## src/rtl/fetch_unit.sv

```systemverilog
// Instruction fetch stage: PC, in-order imem requests, fetch queue toward decode, EX redirects.
// Optional FETCH_BYPASS_EN: a response arriving while the queue is empty is presented to decode the same cycle.
module fetch_unit #(
    parameter logic [31:0] RESET_PC = 32'h0000_0000,
    parameter int          FQ_DEPTH = 4
) (
    input  logic        clk,
    input  logic        rst,
    output logic        imem_req_valid,
    input  logic        imem_req_ready,
    output logic [31:0] imem_req_addr,
    input  logic        imem_resp_valid,
    input  logic [31:0] imem_resp_data,
    input  logic        redirect_valid,
    input  logic [31:0] redirect_pc,
    output logic        id_valid,
    input  logic        id_ready,
    output logic [31:0] id_instr,
    output logic [31:0] id_pc,
    output logic [31:0] id_pc_plus4
);

    localparam int PW = $clog2(FQ_DEPTH);
    localparam int CW = $clog2(FQ_DEPTH + 1);
    localparam logic [CW:0] DEPTH_LIM = (CW + 1)'(FQ_DEPTH);

    logic [31:0]   pc;
    logic [31:0]   resp_pc;
    logic [31:0]   q_instr [FQ_DEPTH];
    logic [31:0]   q_pc    [FQ_DEPTH];
    logic [PW-1:0] head;
    logic [PW-1:0] tail;
    logic [CW-1:0] count;
    logic [CW-1:0] outstanding;
    logic [CW-1:0] drop;
    logic [CW:0]   credit_used;
    logic [31:0]   redirect_target;
    logic          req_fire;
    logic          resp_keep;
    logic          bypass_hit;
    logic          q_valid;
    logic          enq;
    logic          deq;
    logic          unused_low_bits;

    assign redirect_target = {redirect_pc[31:2], 2'b00};
    assign unused_low_bits = ^redirect_pc[1:0];

    // Credits come from registered counts only, so id_ready never reaches the request path.
    assign credit_used    = {1'b0, count} + {1'b0, outstanding};
    assign imem_req_valid = !rst && !redirect_valid && (credit_used < DEPTH_LIM);
    assign imem_req_addr  = pc;
    assign req_fire       = imem_req_valid && imem_req_ready;

    assign q_valid   = (count != '0);
    assign resp_keep = imem_resp_valid && (drop == '0) && !redirect_valid;

`ifdef FETCH_BYPASS_EN
    assign bypass_hit = imem_resp_valid && (drop == '0) && !q_valid;
`else
    assign bypass_hit = 1'b0;
`endif

    assign id_valid = q_valid || bypass_hit;
    assign deq      = q_valid && id_ready;
    assign enq      = resp_keep && !(bypass_hit && id_ready);

    always_comb begin
        id_instr = '0;
        id_pc    = '0;
        if (q_valid) begin
            id_instr = q_instr[head];
            id_pc    = q_pc[head];
        end else if (bypass_hit) begin
            id_instr = imem_resp_data;
            id_pc    = resp_pc;
        end
    end

    assign id_pc_plus4 = id_valid ? (id_pc + 32'd4) : '0;

    // resp_pc tracks the address of the next non-dropped response; kept responses are consecutive from the last redirect.
    always_ff @(posedge clk) begin
        if (rst) begin
            pc          <= RESET_PC;
            resp_pc     <= RESET_PC;
            head        <= '0;
            tail        <= '0;
            count       <= '0;
            outstanding <= '0;
            drop        <= '0;
        end else begin
            outstanding <= outstanding + CW'(req_fire) - CW'(imem_resp_valid);
            if (redirect_valid) begin
                pc      <= redirect_target;
                resp_pc <= redirect_target;
                head    <= '0;
                tail    <= '0;
                count   <= '0;
                drop    <= outstanding - CW'(imem_resp_valid);
            end else begin
                if (req_fire) begin
                    pc <= pc + 32'd4;
                end
                if (imem_resp_valid) begin
                    if (drop != '0) begin
                        drop <= drop - CW'(1);
                    end else begin
                        resp_pc <= resp_pc + 32'd4;
                    end
                end
                if (enq) begin
                    tail <= tail + PW'(1);
                end
                if (deq) begin
                    head <= head + PW'(1);
                end
                count <= count + CW'(enq) - CW'(deq);
            end
        end
    end

    always_ff @(posedge clk) begin
        if (!rst && enq) begin
            q_instr[tail] <= imem_resp_data;
            q_pc[tail]    <= resp_pc;
        end
    end

endmodule
```

## config.mk

```make
export PLATFORM = sky130hd
export DESIGN_NAME = fetch_unit
export DESIGN_NICKNAME = d
export VERILOG_FILES = /design/src/rtl/fetch_unit.sv
export SDC_FILE = /design/constraint.sdc
export NUM_CORES = 1
export LEC_CHECK = 0
export BUFFER_PORTS_ARGS = -buffer_cell sky130_fd_sc_hd__buf_2
export CORE_ASPECT_RATIO = 0.8
export CORE_MARGIN = 5
export CORE_UTILIZATION = 30
export CTS_CLUSTER_SIZE = 30
export DETAILED_ROUTE_END_ITERATION = 16
export GPL_ROUTABILITY_DRIVEN = 0
export GPL_TIMING_DRIVEN = 0
export PLACE_DENSITY = 0.49
export SYNTH_ARGS = -nofsm -noshare
export SYNTH_HDL_FRONTEND = slang
export SYNTH_SLANG_ARGS = --single-unit
export TNS_END_PERCENT = 50
```

## constraint.sdc

```tcl
create_clock -name clk -period 4.2 [get_ports clk]
set_clock_uncertainty 0.1 [all_clocks]
set_input_delay 0 -clock clk [delete_from_list [all_inputs] [get_ports clk]]
set_output_delay 0 -clock clk [all_outputs]
set_load 0.005 [all_outputs]
```

Word level (Yosys, flattened, before mapping):

Memory sizes are Yosys's and may differ from the RTL's. A register that Yosys moved wholly into a read port is not among the register bits.
Index checks and enable logic that the tools add are counted.

* bits of input ports: 70
* memories: 2
* RAM bits: 256
* output and inout bits: 130
* bits in registers: 77

* bitwise operators: 1
* reduce and logical (&&, ||, !) cells: 19
* mux-type cells: 17
* add/sub/neg operators: 12
* eq/ne operators: 1
* order comparisons: 1

Memories
* q_instr: words 4, bits a word 32, read ports 1, clocked after Yosys merged registers in 1, write ports 1, RTL line 29 `logic [31:0] q_instr [FQ_DEPTH];`
* q_pc: words 4, bits a word 32, read ports 1, clocked after Yosys merged registers in 1, write ports 1, RTL line 30 `logic [31:0] q_pc [FQ_DEPTH];`

Operator list (number)
* 32-bit 2-to-1 mux: 8
* 32-bit by 3-bit adder with 32-bit output, second input constant: 3
* 3-bit 2-to-1 mux: 3
* 3-bit by 1-bit subtractor with 3-bit output: 3
* 2-bit 2-to-1 mux: 4
* 1-bit logical AND: 7
* 3-bit by 1-bit adder with 3-bit output: 2
* 2-bit AND reduction: 3
* 2-bit nonzero test: 3
* 3-bit nonzero test: 2
* 2-bit by 1-bit adder with 2-bit output, second input constant: 2
* 3-bit by 3-bit adder with 4-bit output: 1
* 4-bit by 3-bit < comparator with 1-bit output, second input constant: 1
* 3-bit zero test: 1
* 3-bit by 1-bit subtractor with 3-bit output, second input constant: 1
* 1-bit zero test: 2
* 1-bit 2-to-1 mux: 2
* 2-bit != test, second input constant: 1
* 2-bit OR reduction: 1
* 1-bit inverter: 1

Logic depth before layout (Yosys ltp):

Gate-level depths: netlist of run 1.

* word-level depth: 6
* mapped depth: 13
* depth with buffers taken out: 12

Least setup slack after synthesis of run 1:

Ideal clock, no wire load.

* path type: register -> register
* start: register drop[0]
* end: memory q_instr[0][0], enable pin
* setup slack: 897 ps
* cell stages (with the launch flop): 7
* clock period less this slack: 3303 ps
* arrival time: 2776 ps
* cells stage by stage: dfxtp_1 inv_1 ha_1 and3b_1 clkbuf_1 clkbuf_1 and3_1

* cells in the longest elaborated chain, start to end: 6

RTL lines
* start, declared: RTL line 35 `logic [CW-1:0] drop;`
* start signal, assigned: RTL line 100 `drop <= outstanding - CW'(imem_resp_valid);`
* start signal, assigned: RTL line 107 `drop <= drop - CW'(1);`
* 3-bit zero test: RTL line 56 `assign resp_keep = imem_resp_valid && (drop == '0) && !redirect_valid;`
* 1-bit logical AND (2 in series): RTL line 56
* 1-bit logical AND: RTL line 124 `if (!rst && enq) begin`
* 1-bit 2-to-1 mux: RTL line 124
* 1-bit 2-to-1 mux (not written as such): RTL line 125 `q_instr[tail] <= imem_resp_data;`
* end, declared: RTL line 29

Every way passes these cells.

Worst setup path in the final report of run 1:

* start: register count[1]
* end: output id_pc_plus4[22]

* cells in the longest elaborated chain, start to end: 4

RTL lines
* start, declared: RTL line 33 `logic [CW-1:0] count;`
* start signal, assigned: RTL line 118 `count <= count + CW'(enq) - CW'(deq);`
* 3-bit nonzero test *: RTL line 55 `assign q_valid = (count != '0);`
* 32-bit 2-to-1 mux: RTL line 71 `if (q_valid) begin`
* 32-bit by 3-bit adder with 32-bit output: RTL line 80 `assign id_pc_plus4 = id_valid ? (id_pc + 32'd4) : '0;`
* 32-bit 2-to-1 mux *: RTL line 80
* end, declared: RTL line 20 `output logic [31:0] id_pc_plus4`

Mark *: on every way between the ends. The rest lies on a longest branch, timed or not.

==> results of run 1 <==
[registers in the layout (all words and copies together), names as in the netlist, named ones only]
register and flops:
q_instr 128, q_pc 120, imem_req_addr 30, resp_pc 30, count 3, drop 3
outstanding 3, head 2, tail 2
[repair_timing]
action,in CTS,in global routing
hold endpoints to repair,198,0
resized for setup,6,2
buffers inserted,0,2
gates cloned,0,0
endpoints found under the setup margin,15,1
hold buffers,69,0
[metrics by stage]
step	total power, mW	util	TNS [ns]
final	7.54	0.383	0
after global routing	7.89	0.383	0
after CTS	7.65	0.383	0
after detailed placement	4.41	0.343	-7.62
after global placement	4.40	0.340	-153.06
after floorplan	4.07	-	0
[layout make-up]
| cell class | count | area, um2 |
|---|---|---|
| clock inverter | 16 | 188 |
| inverter | 27 | 101 |
| timing repair buffer | 266 | 1770 |
| clock buffer | 50 | 995 |
| multi-input combinational | 635 | 4950 |
| sequential | 323 | 8950 |
| fill | 4474 | 29000 |
| buffer | 56 | 280 |
| tap | 620 | 776 |
[cells by family (layout without fill, tap and decap cells)]
logic type               after synthesis  after routing
multiplexers                          73             73
other                                  1              6
AND/OR/NAND/NOR                      364            364
buffers and inverters                 84            415
XOR/XNOR                              57             57
adder cells (fa/ha/maj)               19             19
AO/OA/AOI/OAI                        116            116
flip-flops                           323            323
[how the worst max path moves through the flow]
stage	start	endpoint	slack (ns)
final	count[1]	id_pc_plus4[22]	0.23
after global routing	count[1]	id_pc_plus4[22]	0.009
after CTS	count[1]	id_pc_plus4[22]	0.003
after detailed placement	count[1]	id_pc_plus4[22]	-1.02
after global placement	count[1]	id_pc_plus4[22]	-0.99
after floorplan	drop[0]	q_instr[0][0]	0.90
[report_power, final]
part           switching [mW]  total, mW  leakage (nW)  internal, mW
registers              0.0935       3.62          2.87          3.53
clock network            1.25       3.15         0.573          1.91
logic                   0.422      0.764          3.09         0.342
total                    1.76       7.54          6.54          5.78
[worst register-to-register path, stage by stage, from the launching register on]
cell and delay, ns:
dfxtp_1 0.45, ha_1 0.28, a311o_1 0.38, nor4_4 0.37, inv_2 0.19, buf_1 0.30
ha_1 0.34, inv_1 0.05, ha_1 0.13, inv_1 0.04, fa_1 0.36, xor2_1 0.16
xnor2_1 0.13, nor2_1 0.05
[cells in the final DEF (no fill, tap or decap), types with 37 or more instances in the layout]
cell / Yosys / layout
edfxtp_1: 248 / 248
buf_2: 8 / 200
nor2_1: 85 / 85
nand2_1: 85 / 85
dfxtp_1: 75 / 75
dlygate4sd3_1: 0 / 69
and2_1: 65 / 65
mux4_2: 57 / 57
clkbuf_1: 31 / 39
xor2_1: 38 / 38
clkbuf_16: 0 / 37
[metal layers]
| layer | wire [um] | up-vias | GRT usage |
|---|---|---|---|
| li1 | - | 4515 | - |
| met1 | 18500 | 4699 | 0.214 |
| met2 | 16800 | 295 | 0.218 |
| met3 | 2400 | 50 | 0.0278 |
| met4 | 661 | 0 | 0.0341 |
| met5 | 0 | - | 0 |
==> metrics.txt, run 1 <==
core area=47000 um2; Max stage delay on crit path=0.45 ns; adder-cell area share of the yosys netlist=0.0178; Period Utilization, post-route=0.944; H-tree Lvls=2; CP Cell Sequence=nor3_4 -> inv_2 -> buf_2 -> clkbuf_2 -> and2_1 -> ha_1 -> and3_1 -> nor3b_4 -> nand2_1 -> nor2_1 -> mux2_2 -> buf_2; Num CTS Buffers=36; GRT overflow=0; Vias/cell=4.80; DRC viols=0; max-slew violation count=0; synth warn=0; Die H=205 um; fin crit period=3.97 ns; Reg2Reg Depth=13; XOR/XNOR share of the synthesized area=0.0351; PortBufs=191; flip-flop and latch count after synthesis=323; RSZ-0062 raised after global routing=no; Worst path top cell family by delay=simple AND/OR/NAND/NOR gates; Final WS setup=0.234 ns; syn avg cell area=13.7 um2; Max Fclk=0.252 GHz; layout cell share with drive strength beyond 1=0.253; starting density of the core=0.303; multiplexer share of the synthesized area=0.109; Syn-to-layout area delta=26.6%; Crit-path slowest cell=dfxtp_1; library cells used by synthesis=58; Max-Cap Viols=0; slew at the pin closest to its max-slew limit=1.11 ns; power density over the cells=419 nW/um2; FP Rows=71; Placed Instances=1857; Post-Synthesis Cells=1037; Ant. Diodes=0; Vias=9559; fin area=18000 um2; Hold Path End=q_instr[0][5]; Die ar.=51900 um2; remaining antenna violation count=0; asr flop ratio synth=0; worst-path fanout max=14; nature of the critical path endpoint=output port; Synth area leaders=edfxtp_1 52%, dfxtp_1 11%, mux4_2 9.0%, and2_1 2.9%, xor2_1 2.3%; sequential area share after synthesis=0.629; status=finished, final reports clean; final setup vio count=0; critical path required time=4.10 ns; Slew headroom=0.252; routed wire length=38.3 mm; CTS tree=done; cell area after placement=16100 um2; reg2reg start=count[1]; Hold Path Class=in -> reg; top cell type's share of synthesized area=0.524; Hold Startpoint=imem_resp_data[5]; WHS=0.143 ns; crit-path most repeated cell=buf_2; critical path arrival=3.87 ns; RR Endpoint=outstanding[2]; number of flops mapped to enable cells by yosys=248; Startpoint Class=flip-flop; simple-gate share of the synthesized area=0.131; Hold Vio Cnt, Final=0; Die X-Extent=253 um; I/O Pins=200; Max Root-Sink Buffers=3; main flop type after synthesis=edfxtp_1; CTS root buffer=clkbuf_16; Routed WL per cell=19.2 um; pre-CTS WS=-1.02 ns; global-route wire length before repair=58.2 mm; Worst-Skew Late Latency=0.52 ns; main combinational cell family by area after synthesis=simple AND/OR/NAND/NOR gates; most common cell in the netlist=edfxtp_1; vias in the first global route=9672; commonest cells in the netlist=248 x edfxtp_1, 85 x nand2_1, 85 x nor2_1; peak supply drop=0.224 mV; Critical path buffers and inverters=4; post-synth top area cell=edfxtp_1; gr usage total=0.144; P_leak=6.54 nW; DP HPWL=26.5 mm; reg-to-reg slack, setup=0.73 ns; Final Non-Filler Cells=1993; DR iter-0 viols=651; clk sinks=323; crit path kind=reg -> out; Initial DRT Pass Iterations=5; CTS clk-pin slew, worst paths=0.06 ns; Synth Area in Compound Gates=0.0504; fin nets=1434; largest net degree at the start of global routing=53; Worst path depth=12; post-synthesis cell area=14200 um2; initial antenna violation count=0; Hold Crit Depth=2
Note: power is estimated with default switching activity, not from simulation.
==> run 2: changes to the inputs <==
--- a/config.mk
+++ b/config.mk
@@ -9,11 +9,12 @@
 export CORE_ASPECT_RATIO = 0.8
 export CORE_MARGIN = 5
 export CORE_UTILIZATION = 30
-export CTS_CLUSTER_SIZE = 30
+export CTS_CLUSTER_SIZE = 14
 export DETAILED_ROUTE_END_ITERATION = 16
 export GPL_ROUTABILITY_DRIVEN = 0
 export GPL_TIMING_DRIVEN = 0
 export PLACE_DENSITY = 0.49
+export SETUP_SLACK_MARGIN = 0.5
 export SYNTH_ARGS = -nofsm -noshare
 export SYNTH_HDL_FRONTEND = slang
 export SYNTH_SLANG_ARGS = --single-unit
==> metrics.txt, run 2 (same netlist as run 1, synthesis figures left out) <==
status=finished, final reports clean; fin area=18100 um2; Fin Setup TNS=0 ns; Sequential Power Share=0.480; slew at the pin closest to its max-slew limit=1.11 ns; DRC viols=0; Max-Cap Viols=0; most frequent cells in the layout=248 x edfxtp_1, 199 x buf_2, 85 x nor2_1, 85 x nand2_1, 72 x dfxtp_1; Period Utilization, post-route=0.835; Die X-Extent=253 um; Max Fclk=0.285 GHz; I/O Pins=200; final setup vio count=0; Num CTS Buffers=36; initial antenna violation count=0; WHS=0.143 ns; Ant. Diodes=0; nature of the critical path endpoint=output port; Startpoint Class=flip-flop; peak supply drop=0.221 mV; gr usage total=0.145; Hold Vio Cnt, Final=0; worst setup path end=id_pc_plus4[24]; combinational power share=0.103; Reg2Reg Depth=13; routed wire length=38.4 mm; reg-to-reg slack, setup=0.77 ns; Top reg by flops=q_instr; CTS clk-pin slew, worst paths=0.06 ns; GRT overflow=0; core area=47000 um2; Die H=205 um; Switching Fraction=0.233; RSZ-0062 raised after global routing=yes; sw power=1.76 mW; RR Endpoint=outstanding[2]; PortBufs=191; vias in the first global route=9707; critical path required time=4.10 ns; cell area after placement=16100 um2; Hold Path Class=in -> reg; clk sinks=323; DP HPWL=26.5 mm; P_leak=6.56 nW; crit path kind=reg -> out; Die ar.=51900 um2; global-route wire length before repair=58.5 mm; Syn-to-layout area delta=27.1%; CTS tree=done; reg2reg start=outstanding[1]; CTS root buffer=clkbuf_16; most common cell after layout, fill and taps aside=edfxtp_1; starting density of the core=0.303; worst-path fanout max=10; Vias/cell=4.80; Initial DRT Pass Iterations=6; FP Rows=71; remaining antenna violation count=0; Largest register FFs=128; P_int=5.79 mW; max-slew violation count=0; critical path arrival=3.41 ns; fin nets=1437; Vias=9589; DR iter-0 viols=624; largest net degree at the start of global routing=53; H-tree Lvls=2; Max Root-Sink Buffers=3; Worst-Skew Late Latency=0.52 ns; Slew headroom=0.251; Regs by FF count=q_instr (128), q_pc (120); Routed WL per cell=19.2 um; fin crit period=3.51 ns; power density over the cells=418 nW/um2; clock share of power=0.417; layout cell share with drive strength beyond 1=0.260
-- run 2: cell count changes in the layout (fill, tap and decap cells not counted) --
cell      previous run  this run
clkbuf_8             2         4
dfxtp_1             75        72
nor3_1              17        16
buf_4               11        14
nand3_1             28        27
dfxtp_2              0         3
nor3_2               0         1
buf_2              200       199
ha_2                 0         1
nand3_2              0         1
ha_1                17        16
clkbuf_1            39        37
clkbuf_2             1         2
-- run 2: how the worst min path moves through the flow --
stage                       start             end  slack, ns  cells past startpoint
6_report        imem_resp_data[5]   q_instr[0][5]       0.14                      2
5_1_grt         imem_resp_data[7]   q_instr[3][7]       0.13                      2
4_1_cts         imem_resp_data[9]   q_instr[2][9]       0.11                      2
3_5_place_dp   imem_resp_data[23]  q_instr[0][23]       0.12                      1
3_3_place_gp    imem_resp_data[2]   q_instr[2][2]       0.12                      1
2_1_floorplan   imem_resp_data[0]   q_instr[0][0]     -0.001                      0
-- run 2: area by class of cell --
type | count | area (um2)
Tap cell | 620 | 776
Clock inverter | 16 | 188
Timing Repair Buffer | 268 | 1790
Fill cell | 4477 | 28900
Multi-Input combinational cell | 635 | 4960
Inverter | 27 | 101
Sequential cell | 323 | 8950
Clock buffer | 50 | 995
Buffer | 57 | 308
-- run 2: worst max-delay path: stages (launching register included) --
cell and delay (ns):
dfxtp_1 0.32, buf_6 0.18, buf_12 0.17, mux4_2 0.61, and2_1 0.22, ha_2 0.22, and3_1 0.18, nor3b_4 0.17
buf_4 0.16, buf_4 0.14, nand2_1 0.05, mux2_2 0.33, buf_2 0.13
-- run 2: metal layers --
| layer | vias to the layer above | global-route usage | routed length, um |
|---|---|---|---|
| li1 | 4516 | - | - |
| met1 | 4736 | 0.216 | 18500 |
| met2 | 282 | 0.219 | 16900 |
| met3 | 55 | 0.0281 | 2290 |
| met4 | 0 | 0.0347 | 686 |
| met5 | - | 0 | 0 |
-- run 2: metrics by stage --
step / setup slack (ns) / util / power, mW / std cells
3_5_place_dp: -1.02 / 0.343 / 4.41 / 1857
5_1_grt: 0.492 / 0.385 / 7.91 / 1996
3_3_place_gp: -0.995 / 0.340 / 4.40 / 1853
2_1_floorplan: 0.897 / - / 4.07 / 1042
4_1_cts: 0.542 / 0.384 / 7.67 / 1996
6_report: 0.692 / 0.385 / 7.55 / 1996
-- run 2: power by group through the flow --
stage               Combinational (mW)  Clock (mW)  Sequential [mW]
floorplan                        0.411           0             3.66
global placement                 0.708           0             3.69
detailed placement               0.721           0             3.69
CTS                              0.790        3.26             3.62
global route                     0.868        3.41             3.63
finish                           0.778        3.15             3.62
-- run 2: repair_timing --
item,4_1_cts,5_1_grt
pin swaps,1,0
resized for setup,17,6
hold buffers,69,0
hold endpoints to repair,198,0
buffers inserted,4,0
endpoints found under the setup margin,58,21
==> run 3: changes to the inputs <==
==> constraint.sdc (replaced) <==
create_clock -name clk -period 3.5 [get_ports clk]
set_clock_uncertainty 0.1 [all_clocks]
set_input_delay 0 -clock clk [delete_from_list [all_inputs] [get_ports clk]]
set_output_delay 0 -clock clk [all_outputs]
set_load 0.005 [all_outputs]
==> metrics.txt, run 3 (same netlist as run 1, synthesis figures left out) <==
status=finished, final reports clean; global-route wire length before repair=59.3 mm; I/O Pins=200; Max stage delay on crit path=0.57 ns; critical path arrival=3.25 ns; Ant. Diodes=0; FP Rows=71; cell area after placement=16100 um2; pre-CTS WS=-1.64 ns; Hold Crit Depth=7; GRT overflow=0; Hold Path End=imem_req_addr[14]; most frequent cells in the layout=248 x edfxtp_1, 189 x buf_2, 82 x nor2_1; clk sinks=323; CTS clk-pin slew, worst paths=0.07 ns; Critical path buffers and inverters=3; Die H=205 um; fin nets=1467; Die ar.=51900 um2; Max Fclk=0.299 GHz; PortBufs=191; Hold Path Class=in -> reg; CTS tree=done; Placed Instances=1857; Num CTS Buffers=36; Worst path top cell family by delay=simple AND/OR/NAND/NOR gates; met3 GRT Util=0.0242; Initial DRT Pass Iterations=7; Hold Vio Cnt, Final=0; Max Root-Sink Buffers=3; layout cell share with drive strength beyond 1=0.302; P_leak=6.86 nW; Syn-to-layout area delta=31.2%; DP HPWL=26.6 mm; core area=47000 um2; Vias/cell=4.81; gr busiest metal=met1; CP Cell Sequence=buf_8 -> buf_12 -> mux4_2 -> nand3b_1 -> or4_4 -> or4_4 -> a21oi_2 -> buf_2; Tot Pwr=9.19 mW; CTS root buffer=clkbuf_16; GR Util met1=0.223; critical path required time=3.40 ns; Vias=9748; Final Non-Filler Cells=2026; crit-path most repeated cell=or4_4; power density over the cells=493 nW/um2; Startpoint Class=flip-flop; Regs by FF count=q_instr (128), q_pc (120); max-slew violation count=0; Period Utilization, post-route=0.957; largest net degree at the start of global routing=48; Crit-path slowest cell=mux4_2; fin crit period=3.35 ns; DR iter-0 viols=705; Reg2Reg Depth=13; Max-Cap Viols=0; Final WS setup=0.150 ns; crit path kind=reg -> out; GRT met2 Usage=0.223; reg-to-reg slack, setup=0.57 ns; Fin Setup TNS=0 ns; Hold Startpoint=imem_req_ready; fin area=18700 um2; Die X-Extent=253 um; nature of the critical path endpoint=output port; vias in the first global route=9826; final setup vio count=0; slew at the pin closest to its max-slew limit=0.703 ns; peak supply drop=0.331 mV; worst-path fanout max=6; gr usage total=0.148; RSZ-0062 raised after global routing=yes; RR Endpoint=count[2]; H-tree Lvls=2; Top reg by flops=q_instr; remaining antenna violation count=0; initial antenna violation count=0; reg2reg start=drop[0]; starting density of the core=0.303; most common cell after layout, fill and taps aside=edfxtp_1; routed wire length=39.4 mm; Worst-Skew Late Latency=0.52 ns; Largest register FFs=128; Routed WL per cell=19.5 um; Slew headroom=0.532; DRC viols=0
-- run 3: routing by layer --
layer	up-vias	part of all wire
met2	332	0.44
met5	-	0
met1	4783	0.47
met3	58	0.063
met4	0	0.021
li1	4575	-
-- run 3: worst max-delay path by stage --
stage	startpoint	end	slack, ns	depth (start not counted)
2_1_floorplan	count[1]	id_pc_plus4[22]	0.46	12
3_3_place_gp	count[1]	id_pc_plus4[22]	-1.66	13
3_5_place_dp	count[1]	id_pc_plus4[22]	-1.64	13
4_1_cts	flip-flop	id_pc_plus4[29]	0.12	9
5_1_grt	flip-flop	id_pc_plus4[29]	0.05	10
6_report	flip-flop	id_pc_plus4[29]	0.15	8
-- run 3: repair_timing --
action	4_1_cts	5_1_grt
setup buffers	22	13
hold buffers	66	0
gates resized for setup	80	27
hold endpoints to repair	199	0
endpoints found under the setup margin	109	62
gates cloned	2	0
pin swaps	13	9
-- run 3: worst min-delay path: cells and delay by family --
kind / cells / cell delay (ns)
buffers and inverters: 4 / 0.41
AO/OA/AOI/OAI: 1 / 0.07
AND/OR/NAND/NOR: 2 / 0.19
-- run 3: power breakdown --
part / leakage, nW / internal [mW] / switching, mW / total, mW
combinational: 3.41 / 0.486 / 0.534 / 1.02
clock: 0.567 / 2.31 / 1.51 / 3.82
sequential: 2.88 / 4.24 / 0.108 / 4.34
total: 6.86 / 7.03 / 2.16 / 9.19
-- run 3: layout make-up --
class	instances	area [um2]
clock buffer	45	956
sequential	323	8960
tap	620	776
timing repair buffer	298	2100
buffer	57	413
multi-input combinational	635	5120
clock inverter	21	230
inverter	27	101
fill	4424	28300
-- run 3: per-stage QoR --
stage,hold slack [ns],utilization
after floorplan,-0.00113,-
after global placement,0.116,0.340
after detailed placement,0.118,0.343
after CTS,0.0659,0.393
after global routing,0.131,0.397
final,0.116,0.397
